$ cat src/rtl/rca_4b_pkg.sv
// Shared constants for the small ripple-carry adder family.
// Other adders built from the same leaf reuse the default width from here.
package rca_4b_pkg;

  localparam int RCA_WIDTH = 4;

endpackage : rca_4b_pkg

$ cat src/rtl/rca_4b_if.sv
// Operand/result bundle for rca_4b: the master supplies operands and carry-in,
// the slave (the adder) returns the registered sum and carry-out.
interface rca_4b_if #(
  parameter int WIDTH = rca_4b_pkg::RCA_WIDTH
);

  logic [WIDTH-1:0] X;
  logic [WIDTH-1:0] Y;
  logic             C_IN;
  logic [WIDTH-1:0] SUM;
  logic             C_OUT;

  modport master (
    output X, Y, C_IN,
    input  SUM, C_OUT
  );

  modport slave (
    input  X, Y, C_IN,
    output SUM, C_OUT
  );

endinterface : rca_4b_if

$ cat src/rtl/full_adder.sv
// Single-bit full adder; the rca_4b carry chain is a string of these.
module full_adder (
  input  logic A,
  input  logic B,
  input  logic CI,
  output logic S,
  output logic CO
);

  logic p;

  // Propagate term is shared between the sum and the carry-out.
  assign p  = A ^ B;
  assign S  = p ^ CI;
  assign CO = (A & B) | (CI & p);

endmodule : full_adder

$ cat src/rtl/rca_4b.sv
// Ripple-carry adder with registered outputs: {C_OUT,SUM} = X + Y + C_IN,
// one result per cycle, one cycle of latency.
module rca_4b
  import rca_4b_pkg::*;
#(
  parameter int WIDTH = RCA_WIDTH
) (
  input  logic    CLK,
  input  logic    RST,
  rca_4b_if.slave bus
);

  logic [WIDTH:0]   c;
  logic [WIDTH-1:0] s;
  logic [WIDTH-1:0] sum_q;
  logic             c_out_q;

  assign c[0] = bus.C_IN;

  for (genvar i = 0; i < WIDTH; i++) begin : g_bit
    full_adder u_fa (
      .A  (bus.X[i]),
      .B  (bus.Y[i]),
      .CI (c[i]),
      .S  (s[i]),
      .CO (c[i+1])
    );
  end

  // Reset is synchronous and wins over any pending result; outputs stay
  // unknown until the first reset edge.
  always_ff @(posedge CLK) begin
    // NOTE: non-blocking assignments keep every register sampling pre-edge values.
    if (RST) begin
      sum_q   <= '0;
      c_out_q <= 1'b0;
    end else begin
      sum_q   <= s;
      c_out_q <= c[WIDTH];
    end
  end

  assign bus.SUM   = sum_q;
  assign bus.C_OUT = c_out_q;

endmodule : rca_4b

$ cat src/flat_wrapper.sv
// flat-port wrapper written by rule: the top's interface ports become plain ports
module rca_4b_flat import rca_4b_pkg::*;
#(
  parameter int WIDTH = RCA_WIDTH
)
  (CLK, RST, bus_X, bus_Y, bus_C_IN, bus_SUM, bus_C_OUT);
  rca_4b_if #(.WIDTH(WIDTH)) bus_i ();
  input  logic CLK;
  input  logic RST;
  input wire logic [$bits(bus_i.X)-1:0] bus_X;
  input wire logic [$bits(bus_i.Y)-1:0] bus_Y;
  input wire logic [$bits(bus_i.C_IN)-1:0] bus_C_IN;
  output wire logic [$bits(bus_i.SUM)-1:0] bus_SUM;
  output wire logic [$bits(bus_i.C_OUT)-1:0] bus_C_OUT;
  assign bus_i.X = bus_X;
  assign bus_i.Y = bus_Y;
  assign bus_i.C_IN = bus_C_IN;
  assign bus_SUM = bus_i.SUM;
  assign bus_C_OUT = bus_i.C_OUT;
  rca_4b #(.WIDTH(WIDTH)) u_core (.CLK(CLK), .RST(RST), .bus(bus_i));
endmodule
$ cat config.mk
export PLATFORM = sky130hd
export DESIGN_NAME = rca_4b_flat
export DESIGN_NICKNAME = d
export VERILOG_FILES = /design/src/rtl/rca_4b_pkg.sv /design/src/rtl/rca_4b_if.sv /design/src/rtl/full_adder.sv /design/src/rtl/rca_4b.sv /design/src/flat_wrapper.sv
export SDC_FILE = /design/constraint.sdc
export NUM_CORES = 1
export LEC_CHECK = 0
export BUFFER_PORTS_ARGS = -buffer_cell sky130_fd_sc_hd__buf_2
export CORE_AREA = 3 3 40 42
export CTS_CLUSTER_SIZE = 40
export DETAILED_ROUTE_END_ITERATION = 10
export DIE_AREA = 0 0 43 45
export GPL_TIMING_DRIVEN = 0
export PLACE_DENSITY = 0.52
export SLEW_MARGIN = 20
export SYNTH_ARGS = -nofsm -noshare
export SYNTH_HDL_FRONTEND = slang
export SYNTH_SLANG_ARGS = --single-unit
$ cat constraint.sdc
create_clock -name CLK -period 1.9 [get_ports CLK]
set_clock_uncertainty 0.05 [all_clocks]
set_input_delay 0.38 -clock CLK [delete_from_list [all_inputs] [get_ports CLK]]
set_output_delay 0.38 -clock CLK [all_outputs]
set_load 0.005 [all_outputs]
==> impl_metrics.csv, run 1 <==
group,metric,value,unit
cts,cts_root_buf,"clkbuf_4",
sta,hold_violations,0,
sta,setup_viol,0,
detailed_routing,vias,191,
die,top_level_ports,16,
worst_hold_path,whs_endpoint,"u_core.bus.C_OUT$_SDFF_PP0_",
cts,clock-sinks,5,
worst_setup_path,critPathMaxFanout,1,
worst_setup_path,cpPeakStageDelay,0.39,ns
die,die_y,45,um
power,peakVddDrop,0.152,mV
detailed_routing,first_pass_iters,4,
sta,fin_crit_sh,0.971,
logic_synthesis,syn_area,230,um2
power,p_leak,0.194,nW
layout,nNetsFinal,56,
worst_hold_path,hold_path.class,"primary input to register",
logic_synthesis,synth_seq_cells,5,
cts,ctsHoldBuffers,0,
sta,drv_slew,0,
layout,fillers,139,
worst_setup_path,crit_chain,"buf_2, inv_1, fa_1, inv_1, fa_2, fa_2, inv_2, fa_1, nor2_1",
cts,cts_tree,"yes",
detailed_routing,wire_per_inst,8.04,um
cts,htreeDepth,1,
worst_setup_path,cp-end-kind,"register",
worst_hold_path,min_path_cells,2,
sta,max_slew_margin,0.945,
cts,cts_setup_buffers,0,
worst_setup_path,slowest_stage,"fa_1",
die,dieWidth,43,um
worst_setup_path,crit_arrival,1.98,ns
logic_synthesis,syn-instance-count,21,
global_routing,grt.total_usage,0.0536,
layout,drive_above_1_share,0.525,
cts,cts.path.max_buffers,2,
die,die_area,0.00194,mm2
placed_design,gp_congestion,0.600,
sta,finalCriticalPeriod,1.84,ns
detailed_routing,drc,0,
run,drv_cap,0,
die,rows,13,
detailed_routing,viasPerCell,3.47,
power,total_power,0.000296,W
global_routing,grt_pass1_wl,710,um
global_routing,grt_max_degree,6,
placed_design,port_buffers,15,
layout,diodes,0,
detailed_routing,routed_wl,442,um
logic_synthesis,ys_warn_count,0,
worst_hold_path,hp-start,"RST",
layout,fin_util,0.277,
die,initial_utilization,0.179,
cts,clkTransAtPathRegs,0.05,ns
global_routing,grt_antenna_before_repair,0,
worst_setup_path,path_class,"primary input to register",
detailed_routing,drt_iter0_drc,2,
logic_synthesis,avgSynthCellArea,11.0,um2
global_routing,overflow,0,
logic_synthesis,synth_seq_area_share,0.435,
worst_setup_path,critPathRequiredTime,2.03,ns
power,power.density,833,mW/mm2
sta,rsz0062_at_grt,"yes",
die,coreArea,0.00128,mm2
sta,max_freq,0.542,GHz
worst_setup_path,start_kind,"primary input",
cts,cts_made_buffers,3,
layout,areaGrowthSynthToFinish,54.3,%
logic_synthesis,syn-num-nets,36,
outcome,status,"complete, no violations",
detailed_routing,ant_nets,0,
global_routing,grt_pass1_vias,199,
sta,worst_pin_slew,0.0817,ns
logic_synthesis,synth.distinct_cells,5,
==> cell families (layout without fill, tap and decap cells) <==
| logic type | after synthesis | count (layout) | synth area share |
|---|---|---|---|
| fa+ha+maj | 4 | 4 | 0.348 |
| flops | 5 | 5 | 0.435 |
| buf+inv | 7 | 26 | 0.114 |
| simple gates | 5 | 5 | 0.103 |
==> cells in the mapped netlist <==
master	n	area share
fa_1	4	0.35
dfxtp_1	5	0.43
nor2_1	3	0.049
nor2b_1	2	0.054
inv_1	7	0.11
==> through the flow <==
| step | instance area (um2) | setup WS, ns | hold slack [ns] | std cells | setup TNS [ns] |
|---|---|---|---|---|---|
| global placement | 329 | -0.202 | 0.560 | 51 | -0.285 |
| global route | 355 | -0.0456 | 0.303 | 55 | -0.0456 |
| finish | 355 | 0.0559 | 0.291 | 55 | 0 |
| floorplan | 235 | -0.0361 | 0.402 | 21 | -0.0361 |
| CTS | 355 | 0.0406 | 0.289 | 55 | 0 |
| detailed placement | 329 | -0.216 | 0.548 | 51 | -0.304 |
==> how the worst max path moves through the flow <==
stage,slack [ns],to,cells past startpoint,startpoint
finish,0.06,u_core.bus.SUM[3]$_SDFF_PP0_,9,bus_C_IN
global route,-0.05,u_core.bus.SUM[3]$_SDFF_PP0_,9,bus_C_IN
CTS,0.04,u_core.bus.SUM[3]$_SDFF_PP0_,9,bus_C_IN
detailed placement,-0.22,u_core.bus.SUM[3]$_SDFF_PP0_,9,bus_C_IN
global placement,-0.20,u_core.bus.SUM[3]$_SDFF_PP0_,9,bus_C_IN
floorplan,-0.04,u_core.bus.SUM[3]$_SDFF_PP0_,8,bus_C_IN
==> layer usage <==
layer | GRT usage | up-vias | part of all wire
li1 | - | 93 | -
met1 | 0.0662 | 77 | 0.45
met2 | 0.0629 | 21 | 0.36
met3 | 0.0279 | 0 | 0.19
met4 | 0.0542 | 0 | 0
met5 | 0 | - | 0
==> sequential cells by signal (all words and copies together), names as in the netlist <==
signal / cells
u_core.bus.C_OUT: 1
u_core.bus.SUM: 4
==> timing repair <==
item,CTS,global route
endpoints found under the setup margin,0,1
endpoints found under the hold margin,0,0
gates resized for setup,0,1
==> where the power goes <==
group	internal, W	switching, W
logic	0.0000290	0.0000243
clock network	0.0000794	0.0000439
registers	0.000117	0.00000215
==> final cells by class <==
cell class | instances | area [um2] | share of cell area
Tap cell | 15 | 18.8 | 0.0528
Sequential cell | 5 | 100 | 0.282
Multi-Input combinational cell | 9 | 109 | 0.306
Timing Repair Buffer | 15 | 75.1 | 0.211
Clock buffer | 4 | 26.3 | 0.0739
Inverter | 7 | 26.3 | 0.0739
==> placed cells by master, fill, tap and decap left out <==
cell,Yosys,layout
fa_1,4,2
buf_2,0,15
nor2b_1,2,2
fa_2,0,2
inv_2,0,1
inv_1,7,6
clkbuf_4,0,3
clkbuf_1,0,1
nor2_1,3,3
dfxtp_1,5,5
==> critical path, delay by kind of cell <==
| family | cells | cell delay (ns) |
|---|---|---|
| fa+ha+maj | 4 | 1.24 |
| buf+inv | 4 | 0.28 |
| simple gates | 1 | 0.09 |
Note: power is estimated with default switching activity, not from simulation.
==> run 2, diff against run 1 <==
PLACE_DENSITY = 0.39   (was 0.52)
==> run 2 against run 1 <==
Sequential cell count unchanged. Worst hold slack improved by 0.016 ns. Clock power fell by 7%. Routed wire length is 14% lower. Setup slack got worse by 0.014 ns. Design area unchanged. Clock-buffer cell count did not move. Via count is 3.1% lower. Sequential share of layout area is the same. Non-clock buffer count is the same. Combinational power decreased by 3%. Maximum frequency down 0.74%. Critical endpoint unchanged. Highest routed layer unchanged.
==> impl_metrics.csv, run 2 (same netlist as run 1, synthesis figures left out) <==
group,metric,value,unit
outcome,status,"complete, no violations",
layout,nNetsFinal,56,
worst_hold_path,hold_path.class,"primary input to register",
cts,clock-sinks,5,
layout,areaGrowthSynthToFinish,54.3,%
worst_setup_path,start_kind,"primary input",
power,seqPwrFrac,0.419,
die,rows,13,
sta,drv_slew,0,
die,die_area,0.00194,mm2
cts,cts.path.max_buffers,2,
global_routing,grt_pass1_vias,171,
sta,max_freq,0.538,GHz
detailed_routing,drt_iter0_drc,0,
sta,setup_viol,0,
placed_design,placed_area,329,um2
detailed_routing,routed_wl,378,um
detailed_routing,ant_nets,0,
power,power.density,806,mW/mm2
cts,htreeDepth,1,
placed_design,dp_hpwl,361,um
layout,final_common_cell,"buf_2",
layout,final_cells,55,
detailed_routing,vias,185,
layout,final_cell_mix,"15 x buf_2, 6 x inv_1, 5 x dfxtp_1",
run,drv_cap,0,
worst_setup_path,critPathMaxFanout,1,
power,p_sw_frac,0.216,
global_routing,grt_max_degree,6,
layout,diodes,0,
cts,cts_root_buf,"clkbuf_4",
worst_setup_path,cpPeakStageDelay,0.40,ns
placed_design,port_buffers,15,
cts,cts_made_buffers,3,
global_routing,grt_antenna_before_repair,0,
die,initial_utilization,0.179,
global_routing,overflow,0,
sta,rsz0062_at_grt,"yes",
power,p_leak,0.194,nW
cts,cts_setup_buffers,0,
cts,cts_tree,"yes",
sta,worst_pin_slew,0.0820,ns
detailed_routing,drc,0,
global_routing,grt_pass1_wl,510,um
sta,hold_violations,0,
worst_setup_path,cp-startpoint,"bus_C_IN",
power,cellInternalPower,0.000225,W
cts,clkTransAtPathRegs,0.04,ns
worst_setup_path,slowest_stage,"fa_1",
layout,largest_register_ffs,4,
detailed_routing,wire_per_inst,6.87,um
sta,max_slew_margin,0.945,
power,total_power,0.000286,W
power,p_clk_frac,0.401,
power,p_sw,0.0000618,W
power,pwr-share-comb,0.181,
placed_design,placed_cells,51,
cts,ctsHoldBuffers,0,
die,top_level_ports,16,
worst_setup_path,crit_arrival,1.98,ns
global_routing,grt.total_usage,0.0386,
die,coreArea,0.00128,mm2
detailed_routing,first_pass_iters,1,
worst_setup_path,path_class,"primary input to register",
worst_setup_path,endpoint,"u_core.bus.SUM[3]$_SDFF_PP0_",
layout,drive_above_1_share,0.525,
worst_hold_path,hp-start,"RST",
sta,tns,0,ns
layout,stdcell_area,355,um2
worst_setup_path,critPathRequiredTime,2.02,ns
sta,fin_crit_sh,0.978,
worst_setup_path,cp-end-kind,"register",
sta,timing.hold.ws,0.307,ns
placed_design,gp_congestion,0.623,
die,dieWidth,43,um
sta,finalCriticalPeriod,1.86,ns
power,peakVddDrop,0.125,mV
detailed_routing,viasPerCell,3.36,
worst_setup_path,crit_chain,"buf_2, inv_1, fa_1, inv_1, fa_2, fa_2, inv_2, fa_1, nor2_1",
die,die_y,45,um
==> run 2: metrics by stage <==
| stage | utilization | worst slack (ns) |
|---|---|---|
| finish | 0.277 | 0.0422 |
| global route | 0.277 | -0.0300 |
| CTS | 0.277 | 0.0433 |
| detailed placement | 0.256 | -0.215 |
| global placement | 0.256 | -0.194 |
| floorplan | - | -0.0361 |
==> run 2: worst max-delay path, delay by kind of cell <==
kind	cells	cell delay, ns
buffers and inverters	4	0.28
and+or+nand+nor	1	0.10
adders and majority gates	4	1.23
==> run 2: worst min-delay path by stage <==
stage | slack (ns) | endpoint | depth (start not counted)
after CTS | 0.31 | u_core.bus.SUM[0]$_SDFF_PP0_ | 2
final | 0.31 | u_core.bus.SUM[3]$_SDFF_PP0_ | 2
after detailed placement | 0.55 | u_core.bus.C_OUT$_SDFF_PP0_ | 2
after floorplan | 0.40 | u_core.bus.SUM[1]$_SDFF_PP0_ | 1
after global placement | 0.55 | u_core.bus.SUM[3]$_SDFF_PP0_ | 2
after global routing | 0.31 | u_core.bus.SUM[0]$_SDFF_PP0_ | 2
==> run 2: layout make-up <==
type,count,area (um2)
tap,15,18.8
inverter,7,26.3
multi-input combinational,9,109
sequential,5,100
timing repair buffer,15,75.1
clock buffer,4,26.3
fill,142,930
==> run 2: what timing repair did <==
action / CTS / global route
resized for setup: 0 / 1
hold endpoints to repair: 0 / 0
endpoints found under the setup margin: 0 / 1
==> run 2: metal layers <==
metal	part of all wire	global-route usage
met4	0	0.0723
met3	0.13	0.00797
met1	0.32	0.0246
met5	0	0
met2	0.54	0.0659
==> run 2: power groups by stage <==
stage                     Sequential [W]  Clock (W)  Combinational (W)
after detailed placement        0.000122          0          0.0000533
final                           0.000120   0.000115          0.0000517
after global routing            0.000121   0.000124          0.0000607
after floorplan                 0.000124          0          0.0000216
after global placement          0.000121          0          0.0000519
after CTS                       0.000120   0.000121          0.0000530
